[src/rtl/aes_pkg.sv]
// -----------------------------------------------------------------------------
// aes_pkg
// Shared constants and helpers for the Rijndael ShiftRows datapath.
//   - NB_128 / NB_192 / NB_256 : the only legal state column counts (Nb)
//   - nb_is_legal(nb)          : 1 when nb is one of the legal column counts
//   - shift_of(nb, row)        : cyclic row offset used by ShiftRows
//   - idx(row, col)            : byte index of (row, col) in a column-major state
// -----------------------------------------------------------------------------
package aes_pkg;

  localparam int NB_128 = 4;
  localparam int NB_192 = 6;
  localparam int NB_256 = 8;

  function automatic logic nb_is_legal(input int nb);
    return (nb == NB_128) || (nb == NB_192) || (nb == NB_256);
  endfunction

  // Offsets are {0,1,2,3} for Nb=4/6; the 256-bit block widens rows 2 and 3
  // to {3,4} so that every row still lands in a distinct column set.
  function automatic int shift_of(input int nb, input int row);
    if ((nb == NB_256) && (row >= 2)) begin
      return row + 1;
    end
    return row;
  endfunction

  // State bytes are stored column after column, four rows per column.
  function automatic int idx(input int row, input int col);
    return 4 * col + row;
  endfunction

endpackage

[src/rtl/aes_shift_rows_perm.sv]
// -----------------------------------------------------------------------------
// aes_shift_rows_perm
// Purely combinational (Inv)ShiftRows byte permutation.
// Parameters:
//   NB   : state columns, 4, 6 or 8
// Ports:
//   data : input state, big-endian, byte k = data[8k:8k+7]
//   inv  : 0 = ShiftRows, 1 = InvShiftRows
//   perm : permuted state, same byte ordering as data
// -----------------------------------------------------------------------------
module aes_shift_rows_perm
  import aes_pkg::*;
#(
  parameter int NB = 4
) (
  input  logic [0:32*NB-1] data,
  input  logic             inv,
  output logic [0:32*NB-1] perm
);

  if (!nb_is_legal(NB)) begin : g_bad_nb
    $error("aes_shift_rows_perm: NB must be 4, 6 or 8");
  end

  // Each output byte is a fixed wire pick from one of two source bytes; the
  // source columns are resolved at elaboration so only a 2:1 mux remains.
  for (genvar gi = 0; gi < NB; gi++) begin : g_col
    for (genvar gr = 0; gr < 4; gr++) begin : g_row
      localparam int SHIFT   = shift_of(NB, gr);
      localparam int FWD_COL = (gi + SHIFT) % NB;
      localparam int INV_COL = (gi + NB - SHIFT) % NB;
      localparam int DST     = idx(gr, gi);
      localparam int FWD_SRC = idx(gr, FWD_COL);
      localparam int INV_SRC = idx(gr, INV_COL);

      assign perm[8*DST +: 8] = inv ? data[8*INV_SRC +: 8]
                                    : data[8*FWD_SRC +: 8];
    end
  end

endmodule

[src/rtl/aes_shift_rows_stage.sv]
// -----------------------------------------------------------------------------
// aes_shift_rows_stage
// One-cycle valid/ready pipeline stage applying ShiftRows or InvShiftRows to
// an AES/Rijndael state. The permutation sits in front of the output flops, so
// out_data/out_valid/out_inv come straight from registers.
//
// Build option:
//   AES_SHIFT_ROWS_SKID_EN defined   : one-entry skid buffer, in_ready is a
//                                      flop (no out_ready -> in_ready path),
//                                      up to 2 beats held, full rate kept.
//   AES_SHIFT_ROWS_SKID_EN undefined : in_ready = !out_valid || out_ready,
//                                      at most 1 beat held.
//
// Parameters:
//   NB        : state columns, 4, 6 or 8 (state width 32*NB bits)
// Ports:
//   clk       : clock, rising edge
//   rst       : synchronous active-high reset
//   in_valid  : input beat present
//   in_ready  : stage accepts a beat this cycle
//   in_inv    : 0 = ShiftRows, 1 = InvShiftRows, per beat
//   in_data   : input state, byte k = in_data[8k:8k+7]
//   out_valid : output beat present
//   out_ready : consumer accepts the output beat
//   out_inv   : mode that travelled with the beat
//   out_data  : permuted state, same byte ordering as in_data
// -----------------------------------------------------------------------------
module aes_shift_rows_stage
  import aes_pkg::*;
#(
  parameter int NB = 4
) (
  input  logic             clk,
  input  logic             rst,
  input  logic             in_valid,
  output logic             in_ready,
  input  logic             in_inv,
  input  logic [0:32*NB-1] in_data,
  output logic             out_valid,
  input  logic             out_ready,
  output logic             out_inv,
  output logic [0:32*NB-1] out_data
);

  localparam int W = 32 * NB;

  if (!nb_is_legal(NB)) begin : g_bad_nb
    $error("aes_shift_rows_stage: NB must be 4, 6 or 8");
  end

  logic [0:W-1] perm_data;
  logic         in_fire;
  logic         out_free;

  logic         out_valid_reg, out_valid_next;
  logic         out_inv_reg,   out_inv_next;
  logic [0:W-1] out_data_reg,  out_data_next;

  aes_shift_rows_perm #(
    .NB (NB)
  ) u_perm (
    .data (in_data),
    .inv  (in_inv),
    .perm (perm_data)
  );

  assign in_fire  = in_valid && in_ready;
  // The output register may take a new beat when empty or being drained now.
  assign out_free = !out_valid_reg || out_ready;

`ifdef AES_SHIFT_ROWS_SKID_EN

  logic         skid_valid_reg, skid_valid_next;
  logic         skid_inv_reg,   skid_inv_next;
  logic [0:W-1] skid_data_reg,  skid_data_next;
  logic         in_ready_reg,   in_ready_next;

  assign in_ready = in_ready_reg;

  always_comb begin
    out_valid_next  = out_valid_reg;
    out_inv_next    = out_inv_reg;
    out_data_next   = out_data_reg;
    skid_valid_next = skid_valid_reg;
    skid_inv_next   = skid_inv_reg;
    skid_data_next  = skid_data_reg;

    if (skid_valid_reg) begin
      // in_ready is low while the skid entry is full, so no new beat can
      // arrive here; the parked beat moves forward as soon as there is room.
      if (out_free) begin
        out_valid_next  = 1'b1;
        out_inv_next    = skid_inv_reg;
        out_data_next   = skid_data_reg;
        skid_valid_next = 1'b0;
      end
    end else if (in_fire) begin
      if (out_free) begin
        out_valid_next = 1'b1;
        out_inv_next   = in_inv;
        out_data_next  = perm_data;
      end else begin
        // Output is stalled: park the beat (already permuted) in the skid.
        skid_valid_next = 1'b1;
        skid_inv_next   = in_inv;
        skid_data_next  = perm_data;
      end
    end else if (out_free) begin
      out_valid_next = 1'b0;
    end

    // Registered ready: look ahead at next cycle's skid occupancy so that
    // ready drops exactly while the skid entry holds a beat.
    in_ready_next = !skid_valid_next;
  end

  always_ff @(posedge clk) begin
    if (rst) begin
      skid_valid_reg <= 1'b0;
      skid_inv_reg   <= 1'b0;
      skid_data_reg  <= '0;
      in_ready_reg   <= 1'b1;
    end else begin
      skid_valid_reg <= skid_valid_next;
      skid_inv_reg   <= skid_inv_next;
      skid_data_reg  <= skid_data_next;
      in_ready_reg   <= in_ready_next;
    end
  end

`else

  // Single holding register: accept whenever it will be free at the edge.
  assign in_ready = out_free;

  always_comb begin
    out_valid_next = out_valid_reg;
    out_inv_next   = out_inv_reg;
    out_data_next  = out_data_reg;

    if (in_fire) begin
      out_valid_next = 1'b1;
      out_inv_next   = in_inv;
      out_data_next  = perm_data;
    end else if (out_ready) begin
      out_valid_next = 1'b0;
    end
  end

`endif

  always_ff @(posedge clk) begin
    if (rst) begin
      out_valid_reg <= 1'b0;
      out_inv_reg   <= 1'b0;
      out_data_reg  <= '0;
    end else begin
      out_valid_reg <= out_valid_next;
      out_inv_reg   <= out_inv_next;
      out_data_reg  <= out_data_next;
    end
  end

  assign out_valid = out_valid_reg;
  assign out_inv   = out_inv_reg;
  assign out_data  = out_data_reg;

endmodule

[config.mk]
export PLATFORM = sky130hd
export DESIGN_NAME = aes_shift_rows_stage
export DESIGN_NICKNAME = d
export VERILOG_FILES = /design/src/rtl/aes_pkg.sv /design/src/rtl/aes_shift_rows_perm.sv /design/src/rtl/aes_shift_rows_stage.sv
export SDC_FILE = /design/constraint.sdc
export NUM_CORES = 1
export LEC_CHECK = 0
export BUFFER_PORTS_ARGS = -buffer_cell sky130_fd_sc_hd__buf_4
export CAP_MARGIN = 0
export CORE_UTILIZATION = 45
export CTS_CLUSTER_SIZE = 30
export DETAILED_ROUTE_END_ITERATION = 7
export PLACE_DENSITY_LB_ADDON = 0.08
export SLEW_MARGIN = 10
export SYNTH_ARGS = -nofsm -noshare
export SYNTH_HDL_FRONTEND = slang
export SYNTH_SLANG_ARGS = --single-unit
[constraint.sdc]
create_clock -name clk -period 3.4 [get_ports clk]
set_clock_uncertainty 0.2 [all_clocks]
set_input_delay 0.34 -clock clk [delete_from_list [all_inputs] [get_ports clk]]
set_output_delay 0.34 -clock clk [all_outputs]
set_load 0.01 [all_outputs]
After elaboration in Yosys (flattened, before gate mapping)
Cells that the tools add are included.
{ "totals": {"reg_bits": 130, "input_bits": 133, "wordCells": 17} }
{ "op_classes": {"reduce_logical": 4, "mux": 10} }
{ "op_table": {"columns": ["op", "n"], "rows": [
  ["$mux 8", 8],
  ["$mux 1", 2],
  ["$reduce_bool 2->1", 1],
  ["$logic_and 1x1->1", 1],
  ["$logic_not 1->1", 1],
  ["$logic_or 1x1->1", 1]
]} }

Logic depth before layout (Yosys ltp)
Gate-level depths: netlist of run 1.
{ "logic_depth": {"word_depth": 4, "depth_mapped": 6} }

By module
From an unflattened synthesis of run 1, not the netlist that was laid out.
{ "hier_totals": {"hier_cells": 727, "area_unflattened_um2": 7145.6} }
{ "by_module_without_submodules": {"columns": ["mod", "area_per_inst_um2", "instances", "seq_area_each_um2", "cells_each"], "rows": [
  ["aes_shift_rows_stage", 5587.9, 1, 2602.5, 592],
  ["aes_shift_rows_perm", 1557.7, 1, 0.0, 135]
]} }

Worst setup path after synthesis of run 1
Ideal clock, no wire load.
{ "synth_timing": {"path_kind": "input to output", "from": "input port out_ready", "to": "output port in_ready", "arrival_time_ns": 0.896, "path_stages": 4, "required_ns": 2.860, "path_slack_ns": 1.964, "cell_sequence": "nand2b_1 > buf_6 > buf_6 > buf_2"} }
{ "synth_between": {"elab_chain_len": 1} }
{ "synth_lines": {"columns": ["item", "line", "source"], "rows": [
  ["from (decl)", "aes_shift_rows_stage.sv:40", "input logic out_ready,"],
  ["$logic_or 1x1->1", "aes_shift_rows_stage.sv:69", "assign out_free = !out_valid_reg || out_ready;"],
  ["to (decl)", "aes_shift_rows_stage.sv:36", "output logic in_ready,"]
]} }
Every way passes these cells.

Worst setup path in the final report of run 1
{ "layout_timing": {"from": "register out_valid_reg, in the netlist out_valid", "to": "output port in_ready"} }
{ "layout_between": {"elab_chain_len": 2} }
{ "layout_lines": {"columns": ["item", "line", "source"], "rows": [
  ["from (decl)", "aes_shift_rows_stage.sv:55", "logic out_valid_reg, out_valid_next;"],
  ["from (signal assigned)", "aes_shift_rows_stage.sv:158", "out_valid_reg <= out_valid_next;"],
  ["$logic_not 1->1", "aes_shift_rows_stage.sv:69", null],
  ["$logic_or 1x1->1", "aes_shift_rows_stage.sv:69", null]
]} }
Every way passes these cells.

==> results of run 1 <==
## cell usage in the layout, fill, tap and decap left out
master,count
bufinv_16,1
nand3_1,65
clkbuf_8,4
mux2i_1,64
buf_4,268
dfxtp_1,130
a21oi_1,66
clkbuf_16,17
dlygate4sd3_1,94
a21oi_4,1
nand3b_1,1
nand2b_4,1
a21bo_2,65
clkinv_2,5
clkbuf_1,3
o2bb2ai_1,64
inv_1,1
## logic make-up after synthesis
family,after synthesis,share of synthesized area (%)
mux,64,11.7
flops,130,47.7
buf+inv,58,5.74
simple gates,67,6.22
compound gates,196,28.6
## per-layer routing
layer	track usage (%)	up-vias	share of wire, %
met5	0	-	0
met3	8.48	40	8.2
met1	27.8	2419	39
met4	13.9	0	3.5
met2	43.7	205	49
li1	-	2555	-
## metrics by stage
stage | power, mW | setup slack [ps] | cell area (sq um) | instances | hold WS, ps
after floorplan | 2.01 | 1960 | 5450 | 515 | 287
after global placement | 2.31 | 1240 | 7340 | 869 | 247
after detailed placement | 2.33 | 1220 | 7340 | 869 | 248
after CTS | 4.11 | 982 | 8830 | 993 | 0.00844
after global routing | 4.25 | 898 | 8830 | 993 | 4.47
final | 4.08 | 998 | 8830 | 993 | 12.8
## cell type report
cell class              instances  area, sq um
repair buffers                362         2950
fillers                       778         2780
flip-flops and latches        130         2600
multi-input cells             327         2540
clock buffers                  24          492
well taps                     143          179
clock inverters                 6         55.1
inverters                       1         3.75
## path summary, 6_finish.rpt
path                                      to  slack [ps]  cells past startpoint                        from
setup / recovery                    in_ready        1000                      3      out_valid$_SDFFE_PP0P_
hold / removal     out_data[41]$_SDFFE_PP0P_          10                      3                 in_data[73]
setup reg to reg   out_data[26]$_SDFFE_PP0P_        1470                      4      out_valid$_SDFFE_PP0P_
hold reg to reg   out_data[107]$_SDFFE_PP0P_         260                      1  out_data[107]$_SDFFE_PP0P_
## power by group through the flow
stage	registers [mW]	logic, mW	clock network, mW
floorplan	1.75	0.264	0
global placement	1.70	0.612	0
detailed placement	1.71	0.624	0
CTS	1.68	0.716	1.72
global route	1.69	0.773	1.79
finish	1.68	0.722	1.68
## worst max-delay path, cell delays in order, from the launching register on
cell,delay [ps]
dfxtp_1,340
nand2b_4,320
buf_4,540
buf_4,220
==> flow_metrics.env, run 1 <==
export IMPL_run_status="finished with violations"
export IMPL_violations="design-rule violations"
export IMPL_seq_area_frac_synth_pct=47.7
export IMPL_cts_root_buf="clkbuf_16"
export IMPL_power_internal_mw=3.10
export IMPL_worst_pin_slew_ps=1040
export IMPL_synth_edf_count=0
export IMPL_gr_usage_all_layers_pct=25.4
export IMPL_maxSlewViolCount=0
export IMPL_yosys_top_cells_count="dfxtp_1 (130), a21oi_1 (66), a21bo_2 (65), nand3_1 (65)"
export IMPL_n_antenna_cell=0
export IMPL_htreeDepth=4
export IMPL_wire_per_inst_um=16.2
export IMPL_hold_class="primary input to flop"
export IMPL_place_gp_congestion=0.810
export IMPL_yosysTopAreaCellShare_pct=47.7
export IMPL_final_hold_viol_count=0
export IMPL_grt_max_degree=85
export IMPL_syn_area_per_cell_sq_um=10.6
export IMPL_powerDensity_mw_per_mm2=462
export IMPL_largest_reg_flops=128
export IMPL_finalSetupViolCount=0
export IMPL_finalCriticalPeriod_ps=2400
export IMPL_drt_pre_antenna_iters=6
export IMPL_grt_ovfl_total=0
export IMPL_clockBufferDepth=2
export IMPL_yosysMostFrequentCell="dfxtp_1"
export IMPL_drt_wl_total_um=16100
export IMPL_drt_iter0_markers=283
export IMPL_fin_tns_setup_ps=0
export IMPL_power_frac_comb_pct=17.7
export IMPL_final_util_pct=76.0
export IMPL_synth_async_reset_ratio_pct=0
export IMPL_cts_resized=0
export IMPL_vias_per_cell=5.26
export IMPL_clock_sinks=130
export IMPL_crit_path_end_kind="output pin"
export IMPL_max_freq_ghz=0.416
export IMPL_arrival_ps=1860
export IMPL_syn_inst=515
export IMPL_maxCapViolations=0
export IMPL_vias=5219
export IMPL_pwr_share_clk_pct=41.3
export IMPL_synth_largest_area_cell="dfxtp_1"
export IMPL_post_dp_hpwl_um=9890
export IMPL_cts_tree="built"
export IMPL_cts_made_buffers=17
export IMPL_grt_pass1_vias=5222
export IMPL_area_delta_synth_final_pct=61.9
export IMPL_core_sq_mm=0.0116
export IMPL_synth_seq_cells=130
export IMPL_postCtsSetupRepairBufs=0
export IMPL_fp_dieW_um=112
export IMPL_die_area_sq_mm=0.0126
export IMPL_worst_path_max_fanout=58
export IMPL_period_share_pct=70.6
export IMPL_nets=972
export IMPL_seqPwrFrac_pct=41.1
export IMPL_cts_hold_buf=94
export IMPL_syn_nets=648
export IMPL_netSwitchingPower_mw=0.979
export IMPL_grt_pass1_wl_um=25300
export IMPL_ios=264
export IMPL_start_kind="flop"
export IMPL_port_buffers=263
export IMPL_drive_above_1_share_pct=42.6
export IMPL_synthTopCellsByArea="dfxtp_1 (48%), a21bo_2 (12%), mux2i_1 (12%)"
export IMPL_insertion_delay_ps=400
export IMPL_p_sw_share_pct=24.0
export IMPL_criticalPathCategory="flop to output pin"
export IMPL_synthFlopType="dfxtp_1"
export IMPL_ir_drop_uv=297
export IMPL_route_detailed_drc=18
export IMPL_slew_headroom_pct=30.5
export IMPL_synth_yosys_warnings=0
export IMPL_row_count=39
export IMPL_die_y_um=112
export IMPL_path_clk_slew_ps=50
export IMPL_start_util_pct=47.0
export IMPL_grt_antenna_before_repair=0
export IMPL_syn_area_sq_mm=0.00545
export IMPL_p_leak_nw=4.00
export IMPL_ant_nets=0
export IMPL_worstPathRequired_ps=2860
export IMPL_grt_setup_unrepaired="false"
export IMPL_synth_cell_types=15
Note: power is estimated with default switching activity, not from simulation.
==> run 2: changes to the inputs <==
CORE_UTILIZATION = 42   (was 45)
clock period = 2.2 ns   (was 3.4 ns; I/O delays follow)
==> run 2 against run 1 <==
  * Highest routed layer unchanged
  * Register-to-register slack worse by 1300 ps
  * Clock-buffer cell count up 2
  * Via count up 7.3%
  * Hold slack better by 70 ps
  * Global-route usage up 1.3 points
  * Clock power up 62%
  * Non-clock buffer count up 80
  * The run now ends clean
  * Sequential power up 55%
  * Sequential share of layout area down 2.8 points
==> flow_metrics.env, run 2 (synthesized netlist as in run 1, its figures left out) <==
export IMPL_place_gp_congestion=0.771
export IMPL_start_util_pct=43.2
export IMPL_p_leak_nw=4.39
export IMPL_core_sq_mm=0.0126
export IMPL_path_clk_slew_ps=50
export IMPL_grt_ovfl_total=0
export IMPL_nFillCells=803
export IMPL_cts_root_buf="clkbuf_16"
export IMPL_period_share_pct=93.8
export IMPL_die_area_sq_mm=0.0134
export IMPL_worstPathRequired_ps=2350
export IMPL_drt_wl_total_um=18300
export IMPL_vias_per_cell=5.08
export IMPL_arrival_ps=2210
export IMPL_final_hold_viol_count=0
export IMPL_ir_drop_uv=486
export IMPL_grt_setup_unrepaired="false"
export IMPL_run_status="finished, final reports clean"
export IMPL_crit_path_end_kind="flop"
export IMPL_clockBufferDepth=2
export IMPL_die_y_um=116
export IMPL_area_delta_synth_final_pct=78.7
export IMPL_ant_nets=0
export IMPL_place_ws_ps=478
export IMPL_row_count=41
export IMPL_drt_iter0_markers=274
export IMPL_seqCellArea_sq_mm=0.00260
export IMPL_n_antenna_cell=0
export IMPL_route_detailed_drc=0
export IMPL_max_freq_ghz=0.484
export IMPL_most_common_layout_cells="buf_4 (268), dlygate4sd3_1 (169), dfxtp_1 (130)"
export IMPL_multiInputGateArea_sq_mm=0.00254
export IMPL_power_mw=6.60
export IMPL_hold_class="primary input to flop"
export IMPL_slew_headroom_pct=59.1
export IMPL_maxSlewViolCount=0
export IMPL_criticalPathCategory="flop to flop"
export IMPL_clock_sinks=130
export IMPL_drt_pre_antenna_iters=4
export IMPL_grt_max_degree=100
export IMPL_gr_usage_all_layers_pct=26.7
export IMPL_grt_pass1_wl_um=27700
export IMPL_fp_dieW_um=116
export IMPL_worst_pin_slew_ps=614
export IMPL_final_util_pct=77.2
export IMPL_fin_tns_setup_ps=0
export IMPL_drive_above_1_share_pct=39.7
export IMPL_finalCriticalPeriod_ps=2060
export IMPL_post_dp_hpwl_um=10300
export IMPL_largest_reg_flops=128
export IMPL_finalSetupViolCount=0
export IMPL_finalWorstSetupSlack_ps=136
export IMPL_start_kind="flop"
export IMPL_vias=5600
export IMPL_grt_pass1_vias=5606
export IMPL_maxCapViolations=0
export IMPL_insertion_delay_ps=400
export IMPL_cts_made_buffers=17
export IMPL_layout_commonest_cell="buf_4"
export IMPL_powerDensity_mw_per_mm2=678
export IMPL_grt_antenna_before_repair=0
export IMPL_nets=1052
export IMPL_ios=264
export IMPL_worst_path_max_fanout=36
export IMPL_port_buffers=263
export IMPL_htreeDepth=4
export IMPL_wire_per_inst_um=16.6
export IMPL_cts_tree="built"
[run 2: changes by cell type in the layout (fill, tap and decap cells not counted)]
cell	change
clkbuf_8	+4
buf_12	+4
buf_6	+1
clkinv_2	-2
dlygate4sd3_1	+75
clkbuf_1	-2
[run 2: final timing paths]
path / endpoint / start / cells past startpoint / slack, ps
max: out_data[98]$_SDFFE_PP0P_ / out_valid$_SDFFE_PP0P_ / 5 / 140
min: out_data[117]$_SDFFE_PP0P_ / in_valid / 3 / 80
max reg2reg: out_data[98]$_SDFFE_PP0P_ / out_valid$_SDFFE_PP0P_ / 5 / 140
min reg2reg: out_data[88]$_SDFFE_PP0P_ / out_data[88]$_SDFFE_PP0P_ / 1 / 260
[run 2: repair_timing]
| item | CTS | global route |
|---|---|---|
| hold buffers | 169 | 0 |
| setup endpoints to repair | 0 | 2 |
| endpoints found under the hold margin | 129 | 0 |
| buffers inserted | 0 | 0 |
| resized for setup | 0 | 1 |
[run 2: cell type report]
| class | instances | area share, % |
|---|---|---|
| timing repair buffer | 442 | 38.9 |
| sequential | 130 | 26.7 |
| multi-input combinational | 327 | 26.1 |
| clock buffer | 26 | 5.53 |
| tap | 172 | 2.21 |
| clock inverter | 4 | 0.462 |
| inverter | 1 | 0.0385 |
[run 2: metal layers]
metal,GRT usage [%],vias up,wire length [um]
met2,46.3,210,9170
met4,14.0,0,657
met3,8.63,52,1360
li1,-,2715,-
met5,0,-,0
met1,29.0,2623,7160
[run 2: power by group]
| part | internal (mW) | total [mW] | switching, mW |
|---|---|---|---|
| Clock | 1.78 | 2.73 | 0.954 |
| Sequential | 2.51 | 2.60 | 0.0835 |
| Combinational | 0.750 | 1.28 | 0.527 |
| Total | 5.04 | 6.60 | 1.56 |
[run 2: critical path, stage by stage (launching register included)]
cell	delay [ps]
dfxtp_1	370
nand2b_4	220
buf_6	280
a21bo_2	230
a21oi_1	140
dlygate4sd3_1	560
[run 2: metrics by stage]
stage / cells / area [sq um] / hold slack, ps
2_1_floorplan: 515 / 5450 / 167
4_1_cts: 1102 / 9740 / 62.1
5_1_grt: 1102 / 9750 / 90.8
6_report: 1102 / 9750 / 82.9
3_3_place_gp: 903 / 7470 / 245
3_5_place_dp: 903 / 7470 / 248
